`config.mk`:
```
export PLATFORM = sky130hd
export DESIGN_NAME = serial_byte_tx
export DESIGN_NICKNAME = d
export VERILOG_FILES = /design/src/rtl/serial_pkg.sv /design/src/rtl/sync_fifo.sv /design/src/rtl/serial_byte_tx.sv
export SDC_FILE = /design/constraint.sdc
export NUM_CORES = 1
export LEC_CHECK = 0
export ABC_AREA = 1
export CORE_MARGIN = 2
export CORE_UTILIZATION = 48
export CTS_CLUSTER_DIAMETER = 30
export DETAILED_ROUTE_END_ITERATION = 12
export PLACE_DENSITY = 0.69
export SLEW_MARGIN = 20
export SYNTH_ARGS = -nofsm -noshare
export SYNTH_HDL_FRONTEND = slang
export SYNTH_HIERARCHICAL = 1
export SYNTH_SLANG_ARGS = --single-unit
```
`constraint.sdc`:
```
create_clock -name i_clk -period 2.4 [get_ports i_clk]
set_input_delay 0.24 -clock i_clk [delete_from_list [all_inputs] [get_ports i_clk]]
set_output_delay 0.24 -clock i_clk [all_outputs]
set_load 0.05 [all_outputs]
```
`src/rtl/serial_pkg.sv`:
```
// rtl/serial_pkg.sv - shared types and defaults for the serial transmit/capture pair
package serial_pkg;

  // Word width used by both the serializer and the capture stage.
  localparam int unsigned SERIAL_WIDTH = 8;

  typedef enum logic {
    IDLE  = 1'b0,
    SHIFT = 1'b1
  } tx_state_t;

endpackage

```
`src/rtl/sync_fifo.sv`:
```
// rtl/sync_fifo.sv - small synchronous FIFO with occupancy count
module sync_fifo #(
  parameter int WIDTH = 8,
  parameter int DEPTH = 2
) (
  input  logic                         i_clk,
  input  logic                         i_arst_n,
  input  logic                         i_push,
  input  logic                         i_pop,
  input  logic [WIDTH-1:0]             i_data,
  output logic [WIDTH-1:0]             o_data,
  output logic [$clog2(DEPTH+1)-1:0]   o_count,
  output logic                         o_full,
  output logic                         o_empty
);

  localparam int PW = (DEPTH > 1) ? $clog2(DEPTH) : 1;
  localparam int CW = $clog2(DEPTH + 1);

  logic [WIDTH-1:0] mem_q [DEPTH];
  logic [WIDTH-1:0] mem_d [DEPTH];
  logic [PW-1:0]    wr_ptr_q, wr_ptr_d;
  logic [PW-1:0]    rd_ptr_q, rd_ptr_d;
  logic [CW-1:0]    count_q, count_d;
  logic             push_ok;
  logic             pop_ok;

  assign o_full  = (count_q == CW'(DEPTH));
  assign o_empty = (count_q == '0);
  assign o_count = count_q;
  assign o_data  = mem_q[rd_ptr_q];

  // Next-state: write at tail, advance head on pop, track occupancy.
  always_comb begin
    mem_d    = mem_q;
    wr_ptr_d = wr_ptr_q;
    rd_ptr_d = rd_ptr_q;
    count_d  = count_q;
    push_ok  = i_push && !o_full;
    pop_ok   = i_pop && !o_empty;
    if (push_ok) begin
      mem_d[wr_ptr_q] = i_data;
      wr_ptr_d        = wr_ptr_q + PW'(1);
    end
    if (pop_ok) begin
      rd_ptr_d = rd_ptr_q + PW'(1);
    end
    case ({push_ok, pop_ok})
      2'b10:   count_d = count_q + CW'(1);
      2'b01:   count_d = count_q - CW'(1);
      default: count_d = count_q;
    endcase
  end

  // Storage, pointers and count; everything clears on reset.
  always_ff @(posedge i_clk or negedge i_arst_n) begin
    if (!i_arst_n) begin
      for (int i = 0; i < DEPTH; i++) begin
        mem_q[i] <= '0;
      end
      wr_ptr_q <= '0;
      rd_ptr_q <= '0;
      count_q  <= '0;
    end else begin
      mem_q    <= mem_d;
      wr_ptr_q <= wr_ptr_d;
      rd_ptr_q <= rd_ptr_d;
      count_q  <= count_d;
    end
  end

endmodule

```
`src/rtl/serial_byte_tx.sv`:
```
// rtl/serial_byte_tx.sv - buffered parallel-to-serial transmitter, LSB first
module serial_byte_tx
  import serial_pkg::*;
#(
  parameter int   WIDTH    = SERIAL_WIDTH,
  parameter int   DEPTH    = 2,
  parameter logic IDLE_BIT = 1'b0
) (
  input  logic                       i_clk,
  input  logic                       i_arst_n,
  input  logic [WIDTH-1:0]           i_data,
  input  logic                       i_valid,
  output logic                       o_ready,
  output logic                       o_a,
  output logic                       o_sof,
  output logic                       o_busy,
  output logic [$clog2(DEPTH+1)-1:0] o_count
);

  localparam int BCW = (WIDTH > 1) ? $clog2(WIDTH) : 1;
  localparam logic [BCW-1:0] BC_LAST = BCW'(WIDTH - 1);

  tx_state_t        state_q, state_d;
  // sr holds only the bits not yet presented on o_a; bit 0 goes out next.
  logic [WIDTH-2:0] sr_q, sr_d;
  logic [BCW-1:0]   bc_q, bc_d;
  logic             a_q, a_d;
  logic             sof_q, sof_d;
  logic             busy_q, busy_d;
  // Registered copy of "FIFO non-empty": an idle launch is decided from
  // the previous cycle's occupancy, giving a fixed two-edge push-to-bit-0 latency.
  logic             fifo_avail_q, fifo_avail_d;

  logic             fifo_push;
  logic             fifo_pop;
  logic [WIDTH-1:0] fifo_head;
  logic             fifo_full;
  logic             fifo_empty;
  logic             load;

  // Ready comes from occupancy only, so a same-cycle pop never reopens a full FIFO.
  assign o_ready   = i_arst_n & ~fifo_full;
  assign fifo_push = i_valid & o_ready;

  assign o_a    = a_q;
  assign o_sof  = sof_q;
  assign o_busy = busy_q;

  sync_fifo #(
    .WIDTH (WIDTH),
    .DEPTH (DEPTH)
  ) u_fifo (
    .i_clk    (i_clk),
    .i_arst_n (i_arst_n),
    .i_push   (fifo_push),
    .i_pop    (fifo_pop),
    .i_data   (i_data),
    .o_data   (fifo_head),
    .o_count  (o_count),
    .o_full   (fifo_full),
    .o_empty  (fifo_empty)
  );

  // FSM next-state: launch a word, step through its bits, chain or go idle.
  always_comb begin
    state_d      = state_q;
    sr_d         = sr_q;
    bc_d         = bc_q;
    a_d          = a_q;
    sof_d        = sof_q;
    busy_d       = busy_q;
    fifo_avail_d = !fifo_empty;
    fifo_pop     = 1'b0;
    load         = 1'b0;

    case (state_q)
      IDLE: begin
        if (fifo_avail_q && !fifo_empty) begin
          load = 1'b1;
        end else begin
          a_d    = IDLE_BIT;
          sof_d  = 1'b0;
          busy_d = 1'b0;
        end
      end
      SHIFT: begin
        if (bc_q != BC_LAST) begin
          bc_d  = bc_q + BCW'(1);
          a_d   = sr_q[0];
          sr_d  = sr_q >> 1;
          sof_d = 1'b0;
        end else if (!fifo_empty) begin
          load = 1'b1;
        end else begin
          a_d     = IDLE_BIT;
          sof_d   = 1'b0;
          busy_d  = 1'b0;
          state_d = IDLE;
        end
      end
    endcase

    if (load) begin
      fifo_pop = 1'b1;
      a_d      = fifo_head[0];
      sr_d     = fifo_head[WIDTH-1:1];
      sof_d    = 1'b1;
      busy_d   = 1'b1;
      bc_d     = '0;
      state_d  = SHIFT;
    end
  end

  // State, shift register, bit counter and registered outputs.
  always_ff @(posedge i_clk or negedge i_arst_n) begin
    if (!i_arst_n) begin
      state_q      <= IDLE;
      sr_q         <= '0;
      bc_q         <= '0;
      a_q          <= IDLE_BIT;
      sof_q        <= 1'b0;
      busy_q       <= 1'b0;
      fifo_avail_q <= 1'b0;
    end else begin
      state_q      <= state_d;
      sr_q         <= sr_d;
      bc_q         <= bc_d;
      a_q          <= a_d;
      sof_q        <= sof_d;
      busy_q       <= busy_d;
      fifo_avail_q <= fifo_avail_d;
    end
  end

endmodule

```
# == Word level (Yosys, flattened, before mapping) ==
# Cells that the tools add are included.
# classes
addsub,5
order_cmp,3
eq_ne,8
muxes,32
n_bitwise,6
reduce_logical,13
# ops
operator,n
8-bit 2-to-1 mux,4
7-bit 2-to-1 mux,3
16-bit bitwise mux,1
1-bit 2-to-1 mux,15
3-bit 2-to-1 mux,3
"3-bit != test, second input constant",3
8-bit demux with 1-bit select,1
1-bit case mux with 2 select lines,4
2-bit nonzero test,3
"2-bit equality test, second input constant",2
"2-bit >= comparator, second input constant",2
1-bit logical AND,4
"4-bit by 1-bit != test with 1-bit output, second input constant",1
1-bit inverter with 2-bit output,2
2-bit case mux with 2 select lines,1
2-bit AND reduction,2
"3-bit by 1-bit adder with 3-bit output, second input constant",1
"3-bit by 1-bit != test with 1-bit output, second input constant",1
3-bit AND reduction,1
"1-bit adder, second input constant",2
"2-bit by 1-bit adder with 2-bit output, second input constant",1
1-bit bitwise AND,2
"2-bit by 1-bit equality test with 1-bit output, second input constant",1
1-bit logical NOT,2
4 further kinds,5
# word_totals
regBits,35
in_bits,11
output_inout_bits,6

# == Depth between registers and ports, before layout ==
# Gate-level depths: netlist (run 1).
# logic_depth
depth_word,9
mapped_depth,16

# == By module ==
# The synthesis (run 1) kept the hierarchy.
# by_module_without_submodules
module,instances,cells_each,area_per_inst_um2,seq_area_each_um2
sync_fifo,1,126,1011.0,500.5
serial_byte_tx,1,94,734.5,375.4

# == Worst setup path after synthesis (run 1) ==
# OpenSTA, ideal clock, no wires.
# synth_timing
path_type,register to register
start,register u_fifo.count_q[0] (netlist: u_fifo/o_count[0])
end,register u_fifo.count_q[1] (netlist: u_fifo/o_count[1])
setup_ns,0.120
arrival_time_ns,2.119
slack_ns,0.161
path_stages_with_launch,14
period_less_slack_ns,2.239
path_cell_list,dfrtp_1 -> inv_2 -> nand2_2 -> buf_6 -> buf_12 -> inv_1 -> nor3b_1 -> buf_4 -> nand2_1 -> ha_1 -> inv_1 -> nand3_1 -> nand2_1 -> nand2_1
# synth_between
elab_cells_between_ends,21
cone_classes,add/sub (2); eq/ne (3); mux (6); bitwise (3); reduce/logical (7)
# synth_rtl
element,line_no,source
"start, declared",sync_fifo.sv:24,"logic [CW-1:0] count_q, count_d;"
"start signal, assigned",sync_fifo.sv:68,count_q <= count_d;
2-bit equality test *,sync_fifo.sv:28,assign o_full = (count_q == CW'(DEPTH));
net fifo_full,serial_byte_tx.sv:37,logic fifo_full;
1-bit inverter *,serial_byte_tx.sv:42,assign o_ready = i_arst_n & ~fifo_full;
1-bit bitwise AND *,serial_byte_tx.sv:42,
1-bit bitwise AND *,serial_byte_tx.sv:43,assign fifo_push = i_valid & o_ready;
net fifo_push,serial_byte_tx.sv:34,logic fifo_push;
1-bit logical AND *,sync_fifo.sv:39,push_ok = i_push && !o_full;
2-bit by 1-bit equality test with 1-bit output / 2-bit equality test (equally long branches),sync_fifo.sv:48,"case ({push_ok, pop_ok})"
2-bit case mux with 2 select lines / 2-bit nonzero test (equally long branches),--,
# The timed path passes the listed nets; every way through them passes the cells marked *.
# A chain may end at the register's enable or synchronous reset.

# == Worst setup path in the final report (run 1) ==
# layout_timing
start,register bc_q[0]
end,register u_fifo.count_q[1] (netlist: u_fifo/o_count[1])
# layout_between
elab_chain_len,7
elab_cells_between_ends,9
cone_classes,eq/ne (3); mux (4); reduce/logical (2)
# layout_rtl
element,line_no,source
"start, declared",serial_byte_tx.sv:26,"logic [BCW-1:0] bc_q, bc_d;"
"start signal, assigned",serial_byte_tx.sv:119,bc_q <= '0;
"start signal, assigned",serial_byte_tx.sv:127,bc_q <= bc_d;
3-bit != test *,serial_byte_tx.sv:87,if (bc_q != BC_LAST) begin
1-bit 2-to-1 mux *,serial_byte_tx.sv:87,
1-bit case mux with 2 select lines *,serial_byte_tx.sv:76,case (state_q)
1-bit 2-to-1 mux *,serial_byte_tx.sv:103,if (load) begin
1-bit logical AND *,sync_fifo.sv:40,pop_ok = i_pop && !o_empty;
net u_fifo.pop_ok,sync_fifo.sv:26,logic pop_ok;
2-bit by 1-bit equality test with 1-bit output / 2-bit equality test (equally long branches),sync_fifo.sv:48,
2-bit case mux with 2 select lines / 2-bit nonzero test (equally long branches),--,
# Marked as above.

==> Flow_metrics.wiki, run 1 <==
{| class="wikitable"
! Metric !! Value
|-
| Antenna violations before repair || 0
|-
| Library cell appearing most often on the critical path || sky130_fd_sc_hd__nand2_1
|-
| Layout Nets || 254
|-
| H-Tree Depth || 2
|-
| DRC marker count from the first detailed-route iteration || 120
|-
| Maximum number of pins on one net before global-route repair || 36
|-
| Nature of the critical path startpoint || flip-flop
|-
| Overflow left after global routing || 0
|-
| Maximum vdd ir drop || 0.0008400 V
|-
| Post-route setup TNS || 0 ps
|-
| Met1 track demand over resource in global routing || 0.2500
|-
| Global-route wire length before repair || between 6 and 7 mm
|-
| Count of yosys warnings during synthesis || 6
|-
| Number of hold-slack violations in the final timing report || 0
|-
| ANT nets after route || 0
|-
| Crit path arrival time || 2240 ps
|-
| Mean instance size in the synthesized netlist || 7.934 um^2
|-
| Number of diodes added for antenna fixing || 0
|-
| Total power density per cell area || 1316 nW/um^2
|-
| Register area share after synthesis || 0.5018
|-
| Cell Area, Placed || about 1900 um^2
|-
| Period utilisation layout || 0.8348
|-
| Clk Tree Root Cell || sky130_fd_sc_hd__clkbuf_4
|-
| Number of CTS-inserted buffers || 5
|-
| Placed Cells incl. Taps || between 200 and 300
|-
| Count of cell types in the netlist || 20
|-
| Max-slew violation count || 0
|-
| Slew headroom || 0.6704
|-
| RSZ-0062 raised after global routing || no
|-
| # fillers || roughly 330
|-
| Initial standard-cell utilization of the core || 0.5110
|-
| Number of top-level pins || 17
|-
| Required @ worst endpoint || 2630 ps
|-
| Number of register bits inferred by synthesis || 35
|-
| Sink count of the clock tree || 35
|-
| Overall die width || about 64 um
|-
| Placeable Area || between 3000 and 4000 um^2
|-
| Worst-path cell with the longest stage delay || sky130_fd_sc_hd__dfrtp_1
|-
| Non-filler instance count after layout || 287
|-
| Final setup slack of the worst path || 396.4 ps
|-
| Max Clock Freq || roughly 500 MHz
|-
| Setup bufs post-CTS || 0
|-
| Critical path class || reg2reg
|-
| Worst Skew || between 7 and 8 ps
|-
| Final routed wire length divided by cell count || 11.99 um
|-
| Average vias per placed instance || 5.049
|-
| Synthesized Nets || 234
|-
| Vias after detailed routing || 1449
|-
| Max Buffers Root-to-Sink || 2
|-
| Overall Power || ~0.0026 W
|-
| Total global routing track utilization || 0.1988
|-
| Height of the chip || 64.30 um
|-
| Number of buffer cells added on primary ports || 16
|-
| Total of max-cap violations || 0
|-
| Rows || 21
|-
| Gate Count Post-Synth || 220
|-
| Vias in the first global route || 1401
|-
| Post-placement setup slack || 418.1 ps
|-
| Least-Margin Pin Slew || between 400 and 500 ps
|-
| Fraction of final layout cells sized beyond drive strength 1 || 0.09544
|-
| Cell area after layout || 2007 um^2
|-
| Met2 routing resource usage after global routing || 0.3294
|-
| TritonCTS clock tree || yes
|-
| Crit path largest cell delay || between 400 and 500 ps
|-
| Remaining routing DRC violations || 0
|-
| Largest fanout of any net on the critical path || 7
|-
| Most used routing layer in global routing || met2
|-
| Clk pin slew, worst setup/hold paths || 110 ps
|-
| Total detailed-routing wirelength || 3.440 mm
|-
| Number of gates given a new drive strength after cts || 0
|-
| Area growth from synthesis to final layout || 14.98%
|-
| Detailed placement HPWL || 2.422 mm
|-
| Static Leakage || 1.103 nW
|-
| Last weighted congestion value of the routability-driven placer || about 0.79
|-
| Worst-path cell chain || ha_1 > ha_1 > nand2_1 > nand2_2 > nand2_2 > inv_2 > nand2_1 > inv_1 > ha_1 > inv_1 > nand3_1 > nand2_1 > nand2_1
|-
| Largest delay share family, worst path || adder cells
|-
| Buffer and inverter count on the worst path || 3
|-
| Clock latency on the worst-skew pair || 340 ps
|-
| Total standard cell area after synthesis || 1745 um^2
|-
| Outcome || complete, no violations
|-
| Post-CTS Hold Buffers || 0
|-
| Final critical-path required period || 2004 ps
|-
| Final setup violation count || 0
|-
| Critical path endpoint category || flip-flop
|-
| Overall die area || roughly 4100 um^2
|-
| Global routing met3 resource utilization || 0.05810
|-
| DR pass1 iterations || 4
|-
| Path type of the worst min-delay path || in2async
|}
-- registers in the layout, indices dropped and copies added (netlist names) --
name / cells
u_fifo/mem_q: 16
sr_q: 7
bc_q: 3
u_fifo/o_count: 2
fifo_avail_q: 1
o_a: 1
o_busy: 1
o_sof: 1
state_q: 1
u_fifo/rd_ptr_q: 1
u_fifo/wr_ptr_q: 1
-- metal layers --
metal | vias to the layer above | share of wire
li1 | 733 | -
met1 | 686 | 0.47
met2 | 26 | 0.48
met3 | 4 | 0.042
met4 | 0 | 0.0093
met5 | - | 0
-- power breakdown --
part	switching, W	internal, W	total, W
Sequential	0.000192	0.000852	0.00104
Combinational	0.000798	0.000434	0.00123
Clock	0.000192	0.000172	0.000365
Total	0.00118	0.00146	0.00264
-- cell usage after synthesis --
cell | n | area (um^2)
sky130_fd_sc_hd__nand2_2 | 4 | 25.02
sky130_fd_sc_hd__nand3_4 | 1 | 17.52
sky130_fd_sc_hd__xnor2_1 | 1 | 8.760
sky130_fd_sc_hd__dfrtp_1 | 35 | 875.8
sky130_fd_sc_hd__buf_6 | 2 | 22.52
sky130_fd_sc_hd__a21oi_2 | 1 | 8.760
sky130_fd_sc_hd__nand4_1 | 17 | 106.4
sky130_fd_sc_hd__nor3b_1 | 1 | 7.510
sky130_fd_sc_hd__nand3_1 | 18 | 90.09
sky130_fd_sc_hd__nand2_1 | 99 | 371.6
sky130_fd_sc_hd__a21oi_1 | 1 | 5.000
sky130_fd_sc_hd__buf_12 | 1 | 20.02
sky130_fd_sc_hd__buf_4 | 3 | 22.52
sky130_fd_sc_hd__buf_2 | 1 | 5.000
sky130_fd_sc_hd__inv_1 | 22 | 82.58
sky130_fd_sc_hd__clkinv_1 | 2 | 7.510
sky130_fd_sc_hd__o21ai_0 | 1 | 5.000
sky130_fd_sc_hd__nor2_1 | 3 | 11.26
sky130_fd_sc_hd__ha_1 | 3 | 37.54
sky130_fd_sc_hd__inv_2 | 4 | 15.01
-- logic make-up after synthesis --
family | after synthesis | synth area share
DFF | 35 | 0.5018
xor gates and xnor gates | 1 | 0.005019
and+or+nand+nor | 143 | 0.3606
AOI/OAI and AO/OA | 3 | 0.01075
adders and majority gates | 3 | 0.02151
buffers and inverters | 35 | 0.1004
-- stage by stage --
| stage | hold slack (ps) | util |
|---|---|---|
| 5_1_grt | 439.4 | 0.5875 |
| 6_report | 417.0 | 0.5875 |
| 3_3_place_gp | 454.1 | 0.5674 |
| 4_1_cts | 422.7 | 0.5875 |
| 3_5_place_dp | 458.8 | 0.5674 |
| 2_1_floorplan | -55.59 | - |
-- cell usage in the layout (no fill, tap or decap), types with 2 or more instances in the layout --
| cell type | instances |
|---|---|
| sky130_fd_sc_hd__nor2_1 | 3 |
| sky130_fd_sc_hd__inv_2 | 4 |
| sky130_fd_sc_hd__inv_1 | 22 |
| sky130_fd_sc_hd__ha_1 | 3 |
| sky130_fd_sc_hd__nand2_1 | 99 |
| sky130_fd_sc_hd__clkdlybuf4s50_1 | 15 |
| sky130_fd_sc_hd__nand4_1 | 17 |
| sky130_fd_sc_hd__buf_4 | 4 |
| sky130_fd_sc_hd__nand2_2 | 4 |
| sky130_fd_sc_hd__dfrtp_1 | 35 |
| sky130_fd_sc_hd__clkbuf_8 | 2 |
| sky130_fd_sc_hd__nand3_1 | 18 |
| sky130_fd_sc_hd__clkbuf_4 | 5 |
| sky130_fd_sc_hd__clkinv_1 | 2 |
-- final timing paths --
kind / slack, ps / cells past startpoint / end / start
worst max-delay path: 400 / 13 / u_fifo/o_count[1]$_DFFE_PN0P_ / bc_q[0]$_DFFE_PN0P_
worst min-delay path: 420 / 2 / fifo_avail_q$_DFF_PN0_ / i_arst_n
worst max register to register: 400 / 13 / u_fifo/o_count[1]$_DFFE_PN0P_ / bc_q[0]$_DFFE_PN0P_
worst min register to register: 480 / 2 / u_fifo/mem_q[15]$_DFFE_PN0P_ / u_fifo/mem_q[15]$_DFFE_PN0P_
max in group asynchronous: 1670 / 2 / u_fifo/mem_q[15]$_DFFE_PN0P_ / i_arst_n
min in group i_clk: 480 / 2 / u_fifo/mem_q[15]$_DFFE_PN0P_ / u_fifo/mem_q[15]$_DFFE_PN0P_
-- layout make-up --
type / count / area [um^2] / area share
flip-flops and latches: 35 / 875.8 / 0.4364
multi-input cells: 150 / 699.4 / 0.3485
repair buffers: 20 / 200.2 / 0.09975
inverters: 28 / 105.1 / 0.05237
clock buffers: 8 / 68.82 / 0.03429
well taps: 46 / 57.56 / 0.02868
Note: power is estimated with default switching activity, not from simulation.
==> run 2, diff against run 1 <==
--- a/config.mk
+++ b/config.mk
@@ -10,7 +10,7 @@
 export CORE_UTILIZATION = 48
 export CTS_CLUSTER_DIAMETER = 30
 export DETAILED_ROUTE_END_ITERATION = 12
-export PLACE_DENSITY = 0.69
+export PLACE_DENSITY = 0.72
 export SLEW_MARGIN = 20
 export SYNTH_ARGS = -nofsm -noshare
 export SYNTH_HDL_FRONTEND = slang
==> constraint.sdc (replaced) <==
create_clock -name i_clk -period 1.8 [get_ports i_clk]
set_input_delay 0.18 -clock i_clk [delete_from_list [all_inputs] [get_ports i_clk]]
set_output_delay 0.18 -clock i_clk [all_outputs]
set_load 0.05 [all_outputs]
==> run 2 against run 1 <==
Compared with the run above: non-clock buffer count grew 10; cell area grew 7.4%; sequential share of layout area shrank 2.9 points; first-iteration DRC count grew 19%; sequential cell count is the same; die area is the same; critical path depth shrank 12; sequential power grew 29%; register-to-register slack lost 270 ps; combinational power grew 57%; clock skew grew 5.0 ps; power grew 50%.
==> Flow_metrics.wiki, run 2 (synthesis results as in run 1) <==
{| class="wikitable"
! Metric !! Value
|-
| Worst Skew || 12.88 ps (+5.015 ps)
|-
| Hold Slack || 331.7 ps (-85.27 ps)
|-
| Static Leakage || 1.160 nW (+5.1%)
|-
| Slew headroom || 0.6586 (-0.01175)
|-
| Initial standard-cell utilization of the core || 0.5110 (unchanged)
|-
| Outcome || complete, no violations
|-
| Critical path class || reg2out
|-
| Maximum number of pins on one net before global-route repair || 36 (unchanged)
|-
| Vias in the first global route || 1341 (-4.3%)
|-
| DRC marker count from the first detailed-route iteration || 143 (+19%)
|-
| Largest Register || u_fifo/mem_q
|-
| Total detailed-routing wirelength || 3.533 mm (+2.7%)
|-
| Remaining routing DRC violations || 0 (unchanged)
|-
| Antenna violations before repair || 0 (unchanged)
|-
| # fillers || 312 (-6.3%)
|-
| Largest delay share family, worst path || buffers and inverters
|-
| Met3 wire len || 149 um (+4.2%)
|-
| Last weighted congestion value of the routability-driven placer || 0.7984 (+1.3%)
|-
| Layout Nets || 264 (+3.9%)
|-
| Least-Margin Pin Slew || 510.5 ps (+17.56 ps)
|-
| Max Clock Freq || 576.1 MHz
|-
| Total global routing track utilization || 0.1960 (-0.002776)
|-
| Fraction of final layout cells sized beyond drive strength 1 || 0.1912 (+0.09580)
|-
| Max-slew violation count || 0 (unchanged)
|-
| Height of the chip || 64.30 um (unchanged)
|-
| Overall Power || 0.003963 W (+50%)
|-
| ANT nets after route || 0 (unchanged)
|-
| RSZ-0062 raised after global routing || no
|-
| Detailed placement HPWL || 2.487 mm (+2.7%)
|-
| Average vias per placed instance || 4.980 (-1.4%)
|-
| Overflow left after global routing || 0 (unchanged)
|-
| Clock latency on the worst-skew pair || 330 ps (about the same)
|-
| Area growth from synthesis to final layout || 23.51%
|-
| Clk pin slew, worst setup/hold paths || 110 ps (about the same)
|-
| Total of max-cap violations || 0 (unchanged)
|-
| Final critical-path required period || 1736 ps
|-
| Worst-path cell chain || clkdlybuf4s50_1
|-
| Number of flip-flops under the largest register name || 16 (unchanged)
|-
| Number of top-level pins || 17 (unchanged)
|-
| Number of hold-slack violations in the final timing report || 0 (unchanged)
|-
| TritonCTS clock tree || yes
|-
| Number of buffer cells added on primary ports || 16 (unchanged)
|-
| Overall die area || 4134 um^2 (unchanged)
|-
| Max Buffers Root-to-Sink || 2 (unchanged)
|-
| Post-CTS Hold Buffers || 0 (unchanged)
|-
| Registers with the most flip-flops || u_fifo/mem_q: 16 flops, sr_q: 7 flops, bc_q: 3 flops
|-
| Buffer and inverter count on the worst path || 1 (-2)
|-
| Maximum vdd ir drop || 0.001126 V (+34%)
|-
| Crit path arrival time || 1560 ps (-680 ps)
|-
| Non-filler instance count after layout || 297 (+3.5%)
|-
| Global-route wire length before repair || 6.168 mm (-1.5%)
|-
| Period utilisation layout || 0.9643
|-
| Uppermost metal layer occupied by signal nets || met4
|-
| DR pass1 iterations || 4 (unchanged)
|-
| Path type of the worst min-delay path || in2async
|-
| Number of diodes added for antenna fixing || 0 (unchanged)
|-
| Largest fanout of any net on the critical path || 4 (-3)
|-
| Worst-path cell with the longest stage delay || sky130_fd_sc_hd__clkdlybuf4s50_1
|-
| Utilization after layout || 0.6311 (+0.04359)
|-
| Required @ worst endpoint || 1620 ps (-1010 ps)
|-
| Final setup violation count || 0 (unchanged)
|-
| Commonest non-fill, non-tap cells in the layout || sky130_fd_sc_hd__nand2_1 (95), sky130_fd_sc_hd__dfrtp_1 (33), sky130_fd_sc_hd__inv_1 (17), sky130_fd_sc_hd__nand3_1 (17), sky130_fd_sc_hd__nand4_1 (17)
|-
| Commonest non-fill, non-tap cell in the layout || sky130_fd_sc_hd__nand2_1
|-
| H-Tree Depth || 2 (unchanged)
|-
| Vias after detailed routing || 1479 (+2.1%)
|-
| Clk Tree Root Cell || sky130_fd_sc_hd__clkbuf_4
|-
| Overall die width || 64.30 um (unchanged)
|-
| Crit path largest cell delay || 810 ps (+400 ps)
|-
| Placeable Area || 3416 um^2 (unchanged)
|-
| Critical path endpoint category || output port
|-
| Nature of the critical path startpoint || flip-flop
|-
| Final routed wire length divided by cell count || 11.90 um (-0.75%)
|-
| Wire length on met2 || 1.564 mm (-6.0%)
|-
| Rows || 21 (unchanged)
|-
| Routed metal-1 wire length || 1.767 mm (+10%)
|-
| Sink count of the clock tree || 35 (unchanged)
|-
| Total power density per cell area || 1838 nW/um^2 (+40%)
|-
| Placed Cells incl. Taps || 286 (+2.5%)
|-
| Number of CTS-inserted buffers || 5 (unchanged)
|}
## run 2: cell count changes in the layout (fill, tap and decap cells not counted), sizes merged
cell           previous run  this run
bufinv                    0         2
clkdlybuf4s50            15        14
dlygate4sd2               0         1
buf                       5        15
clkbuf                    8         6
## run 2: where the power goes
| part | internal [W] | leakage [nW] | total, W | switching (W) |
|---|---|---|---|---|
| Sequential | 0.00114 | 0.433 | 0.00134 | 0.000197 |
| Clock | 0.000434 | 0.0525 | 0.000698 | 0.000264 |
| Combinational | 0.000735 | 0.674 | 0.00193 | 0.00119 |
## run 2: final timing paths
path / from / cells past startpoint / slack, ps / to
worst max register to register: bc_q[0]$_DFFE_PN0P_ / 13 / 130 / u_fifo/o_count[1]$_DFFE_PN0P_
worst max-delay path: u_fifo/o_count[1]$_DFFE_PN0P_ / 1 / 60 / o_count[1]
worst min register to register: u_fifo/mem_q[5]$_DFFE_PN0P_ / 2 / 480 / u_fifo/mem_q[5]$_DFFE_PN0P_
max in group asynchronous: i_arst_n / 2 / 1140 / u_fifo/o_count[0]$_DFFE_PN0P_
min in group i_clk: i_data[3] / 3 / 430 / u_fifo/mem_q[3]$_DFFE_PN0P_
worst min-delay path: i_arst_n / 2 / 330 / u_fifo/mem_q[7]$_DFFE_PN0P_
## run 2: area by class of cell
type | instances | area (um^2) | share of cell area
Sequential cell | 35 | 878.3 | 0.4074
Multi-Input combinational cell | 150 | 737.0 | 0.3418
Timing Repair Buffer | 30 | 274.0 | 0.1271
Inverter | 28 | 107.6 | 0.04991
Clock inverter | 2 | 60.06 | 0.02786
Tap cell | 46 | 57.56 | 0.02670
Clock buffer | 6 | 41.29 | 0.01915
## run 2: per-layer routing
layer,track usage,up-vias
met1,0.2821,685
met2,0.2799,38
met4,0.08777,0
met5,0,-
met3,0.04577,5
li1,-,751
## run 2: timing repair
action,CTS,global route
setup buffers,0,3
setup endpoints to repair,1,2
gates resized for setup,1,8
pin swaps,0,4
## run 2: through the flow
step | setup TNS, ps | area, um^2 | setup slack [ps]
after floorplan | -112.2 | 1780 | -81.63
after global placement | 0 | 2021 | 31.27
after detailed placement | 0 | 2021 | 8.904
after CTS | 0 | 2121 | 13.69
after global routing | 0 | 2156 | 6.001
final | 0 | 2156 | 64.23
